File: config.mk
export PLATFORM = sky130hd
export DESIGN_NAME = multi_rate_counter
export DESIGN_NICKNAME = d
export VERILOG_FILES = /design/src/rtl/multi_rate_counter_pkg.sv /design/src/rtl/hex_seg_decoder.sv /design/src/rtl/multi_rate_counter.sv
export SDC_FILE = /design/constraint.sdc
export NUM_CORES = 1
export LEC_CHECK = 0
export CAP_MARGIN = 20
export CORE_ASPECT_RATIO = 0.9
export CORE_MARGIN = 3
export CORE_UTILIZATION = 45
export CTS_CLUSTER_SIZE = 14
export DETAILED_ROUTE_END_ITERATION = 10
export PLACE_DENSITY = 0.67
export SLEW_MARGIN = 20
export SYNTH_ARGS = -nofsm -noshare
export SYNTH_HDL_FRONTEND = slang
export SYNTH_SLANG_ARGS = --single-unit
File: constraint.sdc
create_clock -name clk -period 9.8 [get_ports clk]
set_clock_uncertainty 0.1 [all_clocks]
set_input_delay 2.45 -clock clk [delete_from_list [all_inputs] [get_ports clk]]
set_output_delay 2.45 -clock clk [all_outputs]
set_load 0.05 [all_outputs]
File: src/rtl/multi_rate_counter_pkg.sv
// multi_rate_counter_pkg -- shared rate defaults, hex glyph table and digit-count helper. Rev 1.0
`default_nettype none

package multi_rate_counter_pkg;

   localparam int unsigned DEF_RATE0 = 1;
   localparam int unsigned DEF_RATE1 = 50_000_000;
   localparam int unsigned DEF_RATE2 = 100_000_000;
   localparam int unsigned DEF_RATE3 = 200_000_000;

   // Active-low segments, bit order g..a = 6..0
   localparam logic [6:0] HEX_GLYPH [16] = '{
      7'h40, 7'h79, 7'h24, 7'h30, 7'h19, 7'h12, 7'h02, 7'h78,
      7'h00, 7'h10, 7'h08, 7'h03, 7'h46, 7'h21, 7'h06, 7'h0E
   };

   function automatic int ndig(input int w);
      return (w + 3) / 4;
   endfunction

endpackage

`default_nettype wire

File: src/rtl/hex_seg_decoder.sv
// hex_seg_decoder -- one nibble to an active-low seven-segment glyph. Rev 1.0
`default_nettype none

module hex_seg_decoder
   import multi_rate_counter_pkg::*;
(
   input  logic [3:0] nibble,
   output logic [6:0] seg
);

   assign seg = HEX_GLYPH[nibble];

endmodule

`default_nettype wire

File: src/rtl/multi_rate_counter.sv
// multi_rate_counter -- up/down wrap/saturate counter stepped at a selectable rate, with hex display. Rev 1.0
`default_nettype none

module multi_rate_counter
   import multi_rate_counter_pkg::*;
#(
   parameter int          CNT_W = 4,
   parameter int          DIV_W = 28,
   parameter int unsigned RATE0 = DEF_RATE0,
   parameter int unsigned RATE1 = DEF_RATE1,
   parameter int unsigned RATE2 = DEF_RATE2,
   parameter int unsigned RATE3 = DEF_RATE3
) (
   input  logic                        clk,
   input  logic                        reset,
   input  logic [1:0]                  sel,
   input  logic                        en,
   input  logic                        dir,
   input  logic                        sat,
   input  logic                        load,
   input  logic [CNT_W-1:0]            load_val,
   output logic [CNT_W-1:0]            count,
   output logic                        tick,
   output logic                        tc,
   output logic [7*ndig(CNT_W)-1:0]    hex
);

   localparam int NDIG = ndig(CNT_W);

   logic [DIV_W-1:0]  div;
   logic [DIV_W-1:0]  reload_val;
   logic [1:0]        sel_q;
   logic              step;
   logic              at_bound;
   logic [4*NDIG-1:0] cnt_pad;

   always_comb begin
      reload_val = DIV_W'(RATE0 - 1);
      case (sel)
         2'd0:    reload_val = DIV_W'(RATE0 - 1);
         2'd1:    reload_val = DIV_W'(RATE1 - 1);
         2'd2:    reload_val = DIV_W'(RATE2 - 1);
         default: reload_val = DIV_W'(RATE3 - 1);
      endcase
   end

   assign step     = en && (div == '0) && !load && (sel == sel_q);
   assign at_bound = dir ? (count == '0) : (&count);

   always_ff @(posedge clk) begin
      sel_q <= sel;
      if (reset) begin
         count <= '0;
         tick  <= 1'b0;
         tc    <= 1'b0;
         div   <= reload_val;
      end else if (load) begin
         count <= load_val;
         tick  <= 1'b0;
         tc    <= 1'b0;
         div   <= reload_val;
      end else if (sel != sel_q) begin
         // A rate change restarts the period rather than carrying stale progress
         tick  <= 1'b0;
         tc    <= 1'b0;
         div   <= reload_val;
      end else if (step) begin
         tick  <= 1'b1;
         tc    <= at_bound;
         div   <= reload_val;
         if (!(at_bound && sat)) begin
            count <= dir ? (count - CNT_W'(1)) : (count + CNT_W'(1));
         end
      end else begin
         tick  <= 1'b0;
         tc    <= 1'b0;
         if (en) begin
            div <= div - DIV_W'(1);
         end
      end
   end

   always_comb begin
      cnt_pad            = '0;
      cnt_pad[CNT_W-1:0] = count;
   end

   generate
      for (genvar i = 0; i < NDIG; i++) begin : g_digit
         hex_seg_decoder u_dec (
            .nibble (cnt_pad[4*i +: 4]),
            .seg    (hex[7*i +: 7])
         );
      end
   endgenerate

endmodule

`default_nettype wire

==> impl_metrics.env, run 1 <==
export IMPL_die_area_mm2=0.006322
export IMPL_cellPowerDensity_mw_per_mm2=141.8
export IMPL_htreeDepth=2
export IMPL_leakagePower_nw=0.9745
export IMPL_finalSetupTns_ps=0
export IMPL_ir_drop_mv=0.07658
export IMPL_hpwl_mm=3.706
export IMPL_cts_tree="yes"
export IMPL_final_common_cell="edfxtp_1"
export IMPL_synth_area_mm2=0.002431
export IMPL_nets=287
export IMPL_yosys_warnings=0
export IMPL_grt_setup_unrepaired="no"
export IMPL_layout_cells_most_common_list="28 x edfxtp_1, 26 x a21oi_1, 24 x clkdlybuf4s50_1"
export IMPL_synthCells=238
export IMPL_crit_fanout=7
export IMPL_hold_slack_ps=496.4
export IMPL_ys_async_sr_fraction_pct=0
export IMPL_fp_dieW_um=83.48
export IMPL_hold_viol_final=0
export IMPL_hold_class="reg -> reg"
export IMPL_cts_sinks=36
export IMPL_clk_path_buf_depth=2
export IMPL_cp_required_ps=7250
export IMPL_routed_wl_mm=5.175
export IMPL_cpPeakStageDelay_ps=830
export IMPL_start_util_pct=48.48
export IMPL_clk_root_buffer_cell="clkbuf_8"
export IMPL_ys_ff_latch=36
export IMPL_drcViolationCount=0
export IMPL_synth_edf_count=28
export IMPL_grt_max_degree=29
export IMPL_cts_resized=0
export IMPL_slew_headroom_pct=37.63
export IMPL_gp_congestion=0.7685
export IMPL_grt_overflow=0
export IMPL_post_cts_buffers=0
export IMPL_wire_per_inst_um=15.87
export IMPL_crit_path_start="count[1]$_SDFFE_PP0P_"
export IMPL_r2r_start="div[3]$_DFFE_PP_"
export IMPL_syn2layout_area_growth_pct=15.75
export IMPL_numCtsBuffers=5
export IMPL_clock_latency_ps=290
export IMPL_syn_area_per_cell_um2=10.21
export IMPL_antenna_cells=0
export IMPL_antenna_found_initial=0
export IMPL_crit_path_start_kind="register"
export IMPL_vias_per_cell=5.834
export IMPL_fp_dieH_um=75.73
export IMPL_layout_drive_gt1_share_pct=7.663
export IMPL_ant_nets=0
export IMPL_worstSetupPathType="reg -> out"
export IMPL_cp_slowest_cell="clkdlybuf4s50_1"
export IMPL_initialDrtViolationCount=167
export IMPL_fmax_ghz=0.1934
export IMPL_coreArea_mm2=0.005015
export IMPL_cap_violations=0
export IMPL_hp_start="sel_q[0]$_DFF_P_"
export IMPL_grt_usage_pct=16.94
export IMPL_grt_pass1_wl_mm=8.569
export IMPL_drtPass1Iterations=4
export IMPL_setup_viol_count_final=0
export IMPL_ys_flop_type="edfxtp_1"
export IMPL_synth_distinct_cells=49
export IMPL_port_buffers=24
export IMPL_cts_hold_buf=0
export IMPL_syn_nets=265
export IMPL_cp_cell_sequence="inv_1 > ha_1 > nor2b_1 > or3b_2 > o21ai_0 > clkdlybuf4s50_1"
export IMPL_boundaryPins=25
export IMPL_crit_path_end_kind="output port"
export IMPL_min_period_over_period_pct=52.75
export IMPL_n_fill_cell=451
export IMPL_crit_arrival_ps=2620
export IMPL_drv_slew=0
export IMPL_worst_pin_slew_ps=935.5
export IMPL_path_clk_slew_ps=70
export IMPL_route_vias_total=1902
export IMPL_ys_seq_area_share_pct=41.17
export IMPL_status="finished, final reports clean"
export IMPL_rows=24
export IMPL_min_period_ps=5169
export IMPL_grt_pass1_vias=1707
routing by layer:
layer	wire length, um	track usage [%]	vias to the layer above	part of all wire [%]
li1	-	-	935	-
met1	2448	23.82	914	47
met2	2357	26.42	48	46
met3	330	5.405	5	6.4
met4	39	2.679	0	0.75
met5	0	0	-	0
critical path: cells and delay by family (launching register included):
kind / cells / cell delay (ps)
AO/OA/AOI/OAI: 1 / 90
AND/OR/NAND/NOR: 2 / 530
adder cells (fa/ha/maj): 1 / 290
buffers and inverters: 2 / 1050
flip-flops: 1 / 380
report_power, final:
part           internal [W]  total [W]  switching [W]
clock             0.0000741   0.000128      0.0000543
combinational     0.0000322  0.0000765      0.0000443
sequential         0.000178   0.000194      0.0000162
stage by stage:
| step | worst slack (ps) | utilization (%) | cell area (um2) | instances | power [W] |
|---|---|---|---|---|---|
| global route | 4415 | 56.11 | 2814 | 326 | 0.0004185 |
| CTS | 4628 | 56.11 | 2814 | 326 | 0.0004001 |
| finish | 4631 | 56.11 | 2814 | 326 | 0.0003990 |
| floorplan | 4914 | - | 2431 | 238 | 0.0002484 |
| detailed placement | 4361 | 53.99 | 2708 | 318 | 0.0002738 |
| global placement | 4469 | 53.99 | 2708 | 318 | 0.0002730 |
cells by family (layout without fill, tap and decap cells):
| kind of cell | count (synthesis) | in the layout | share of synthesized area (%) |
|---|---|---|---|
| AOI/OAI and AO/OA | 51 | 51 | 12.87 |
| and+or+nand+nor | 81 | 81 | 20.53 |
| buffers and inverters | 21 | 44 | 4.014 |
| DFF | 36 | 36 | 41.17 |
| adders and majority gates | 15 | 15 | 8.029 |
| muxes | 7 | 7 | 3.654 |
| xor gates and xnor gates | 27 | 27 | 9.727 |
flip-flops by register name (all words and copies together) (netlist names):
signal,cells
div,28
count,4
sel_q,2
tc,1
tick,1
cell type report:
class	instances	area (um2)	share of cell area [%]
sequential	36	1001	35.57
inverter	10	37.54	1.334
tap	65	81.33	2.890
clock inverter	3	37.54	1.334
multi-input combinational	181	1333	47.35
timing repair buffer	26	255.2	9.071
clock buffer	5	68.82	2.446
synthesized netlist by cell type (4+ instances only):
cell type / count / area (um2)
clkbuf_1: 5 / 18.77
ha_1: 14 / 175.2
nand3_1: 9 / 45.04
inv_1: 10 / 37.54
dfxtp_1: 8 / 160.2
mux2i_1: 4 / 40.04
xor2_1: 16 / 140.1
nor4_1: 9 / 56.30
or4_1: 5 / 37.54
edfxtp_1: 28 / 840.8
nand4_1: 5 / 31.28
nand2_1: 4 / 15.01
xnor2_1: 11 / 96.34
or3_1: 5 / 31.28
nor2_1: 20 / 75.07
a21oi_1: 26 / 130.1
o21ai_0: 6 / 30.03
nor3_1: 5 / 25.02
final timing paths:
kind	endpoint	slack [ps]	cells after the start
hold reg to reg	tick$_SDFF_PP0_	500	3
setup reg to reg	div[13]$_DFFE_PP_	6110	6
setup / recovery	hex[0]	4630	6
hold / removal	tick$_SDFF_PP0_	500	3
Note: power is estimated with default switching activity, not from simulation.
==> run 2: changes to the inputs <==
Clock period 9.8 ns to 5.4 ns, I/O delays scaled along.
==> run 2 against run 1 <==
Against the previous run:
- largest cell class unchanged
- highest routed layer unchanged
- worst hold slack gained 42 ps
- final area shrank 0.36%
- sequential share of layout area increased by 0.13 points
==> impl_metrics.env, run 2 (synthesis gave the netlist of run 1 again) <==
export IMPL_path_clk_slew_ps=70
export IMPL_hold_viol_final=0
export IMPL_leakagePower_nw=0.9730
export IMPL_layout_cells_most_common_list="28 x edfxtp_1, 26 x a21oi_1, 24 x clkdlybuf4s50_1"
export IMPL_clock_latency_ps=280
export IMPL_wire_per_inst_um=16.19
export IMPL_numCtsBuffers=5
export IMPL_r2r_end="div[14]$_DFFE_PP_"
export IMPL_hold_class="reg -> reg"
export IMPL_r2r_cells=7
export IMPL_cts_tree="yes"
export IMPL_final_common_cell="edfxtp_1"
export IMPL_layout_drive_gt1_share_pct=8.365
export IMPL_crit_fanout=7
export IMPL_multi_input_area_mm2=0.001333
export IMPL_r2r_start="div[3]$_DFFE_PP_"
export IMPL_grt_use_met1_pct=25.08
export IMPL_drtPass1Iterations=4
export IMPL_dp_cells=320
export IMPL_cts_sinks=36
export IMPL_cellPowerDensity_mw_per_mm2=240.9
export IMPL_vias_per_cell=5.787
export IMPL_route_vias_total=1898
export IMPL_setup_viol_count_final=0
export IMPL_ant_nets=0
export IMPL_finalSetupTns_ps=0
export IMPL_gr_usage_met2_pct=28.11
export IMPL_crit_arrival_ps=2630
export IMPL_post_cts_buffers=0
export IMPL_min_to="div[0]$_DFFE_PP_"
export IMPL_nets=289
export IMPL_grt_most_used_layer="met2"
export IMPL_fp_dieW_um=83.48
export IMPL_crit_path_end_kind="output port"
export IMPL_hpwl_mm=3.983
export IMPL_clk_root_buffer_cell="clkbuf_8"
export IMPL_slew_headroom_pct=46.23
export IMPL_n_fill_cell=457
export IMPL_drcViolationCount=0
export IMPL_drv_slew=0
export IMPL_grt_overflow=0
export IMPL_cts_resized=0
export IMPL_min_period_over_period_pct=75.52
export IMPL_worstSetupPathType="reg -> out"
export IMPL_hp_start="div[0]$_DFFE_PP_"
export IMPL_fp_dieH_um=75.73
export IMPL_rrSetupSlack_ps=2080
export IMPL_top_register="div"
export IMPL_clk_path_buf_depth=2
export IMPL_cp_required_ps=3950
export IMPL_antenna_found_initial=0
export IMPL_coreArea_mm2=0.005015
export IMPL_grt_pass1_wl_mm=8.818
export IMPL_boundaryPins=25
export IMPL_crit_path_start="count[1]$_SDFFE_PP0P_"
export IMPL_largest_reg_flops=28
export IMPL_initialDrtViolationCount=118
export IMPL_cap_violations=0
export IMPL_final_cells=328
export IMPL_top_regs="div x28, count x4, sel_q x2"
export IMPL_grt_setup_unrepaired="no"
export IMPL_cts_hold_buf=0
export IMPL_worst_pin_slew_ps=800.6
export IMPL_antenna_cells=0
export IMPL_die_area_mm2=0.006322
export IMPL_finalPower_w=0.0006754
export IMPL_ir_drop_mv=0.2132
export IMPL_holdPathStages=1
export IMPL_port_buffers=24
export IMPL_grt_max_degree=27
export IMPL_fmax_ghz=0.2452
export IMPL_grt_pass1_vias=1814
export IMPL_rows=24
export IMPL_htreeDepth=2
export IMPL_grt_usage_pct=17.54
export IMPL_seq_area_mm2=0.001001
export IMPL_start_util_pct=48.48
export IMPL_syn2layout_area_growth_pct=15.34
export IMPL_crit_path_start_kind="register"
export IMPL_min_period_ps=4078
export IMPL_status="finished, final reports clean"
export IMPL_routed_wl_mm=5.310
export IMPL_gp_congestion=0.7928
export IMPL_gr_usage_met3_pct=4.108
run 2: changes by cell type in the layout (fill, tap and decap cells not counted):
cell	previous run	this run
buf_4	2	4
clkinv_2	0	1
clkinv_1	2	0
bufinv_16	1	0
clkbuf_1	0	2
run 2: worst max-delay path: stages, from the launching register on:
cell,delay [ps]
dfxtp_1,380
inv_1,220
ha_1,290
nor2b_1,80
or3b_2,460
o21ai_0,90
clkdlybuf4s50_1,830
run 2: stage by stage:
step	area, um2	util [%]	hold WS [ps]	worst slack [ps]
floorplan	2431	-	450.0	1614
global placement	2723	54.29	501.1	1538
detailed placement	2723	54.29	528.7	1511
CTS	2804	55.91	538.8	1313
global route	2804	55.91	571.3	1162
finish	2804	55.91	538.8	1322
run 2: area by class of cell:
class	count	share of cell area [%]
sequential	36	35.70
clock inverter	1	0.1785
inverter	10	1.339
tap	65	2.900
timing repair buffer	28	9.639
clock buffer	7	2.722
multi-input combinational	181	47.52
run 2: power by group:
group | leakage [nW] | internal, W | switching (W)
logic | 0.574 | 0.0000591 | 0.0000809
clock network | 0.0422 | 0.0000906 | 0.0000914
registers | 0.357 | 0.000323 | 0.0000304
run 2: worst max path at each step:
stage,endpoint,slack [ps],cells after the start
final,hex[0],1320,6
after global routing,hex[0],1160,6
after CTS,hex[0],1310,6
after detailed placement,div[3]$_DFFE_PP_,1510,8
after global placement,div[12]$_DFFE_PP_,1540,7
after floorplan,hex[4],1610,3
run 2: layer usage:
| layer | share of wire (%) | vias to the layer above |
|---|---|---|
| met5 | 0 | - |
| li1 | - | 942 |
| met2 | 46 | 47 |
| met4 | 0.53 | 0 |
| met3 | 5.1 | 2 |
| met1 | 49 | 907 |
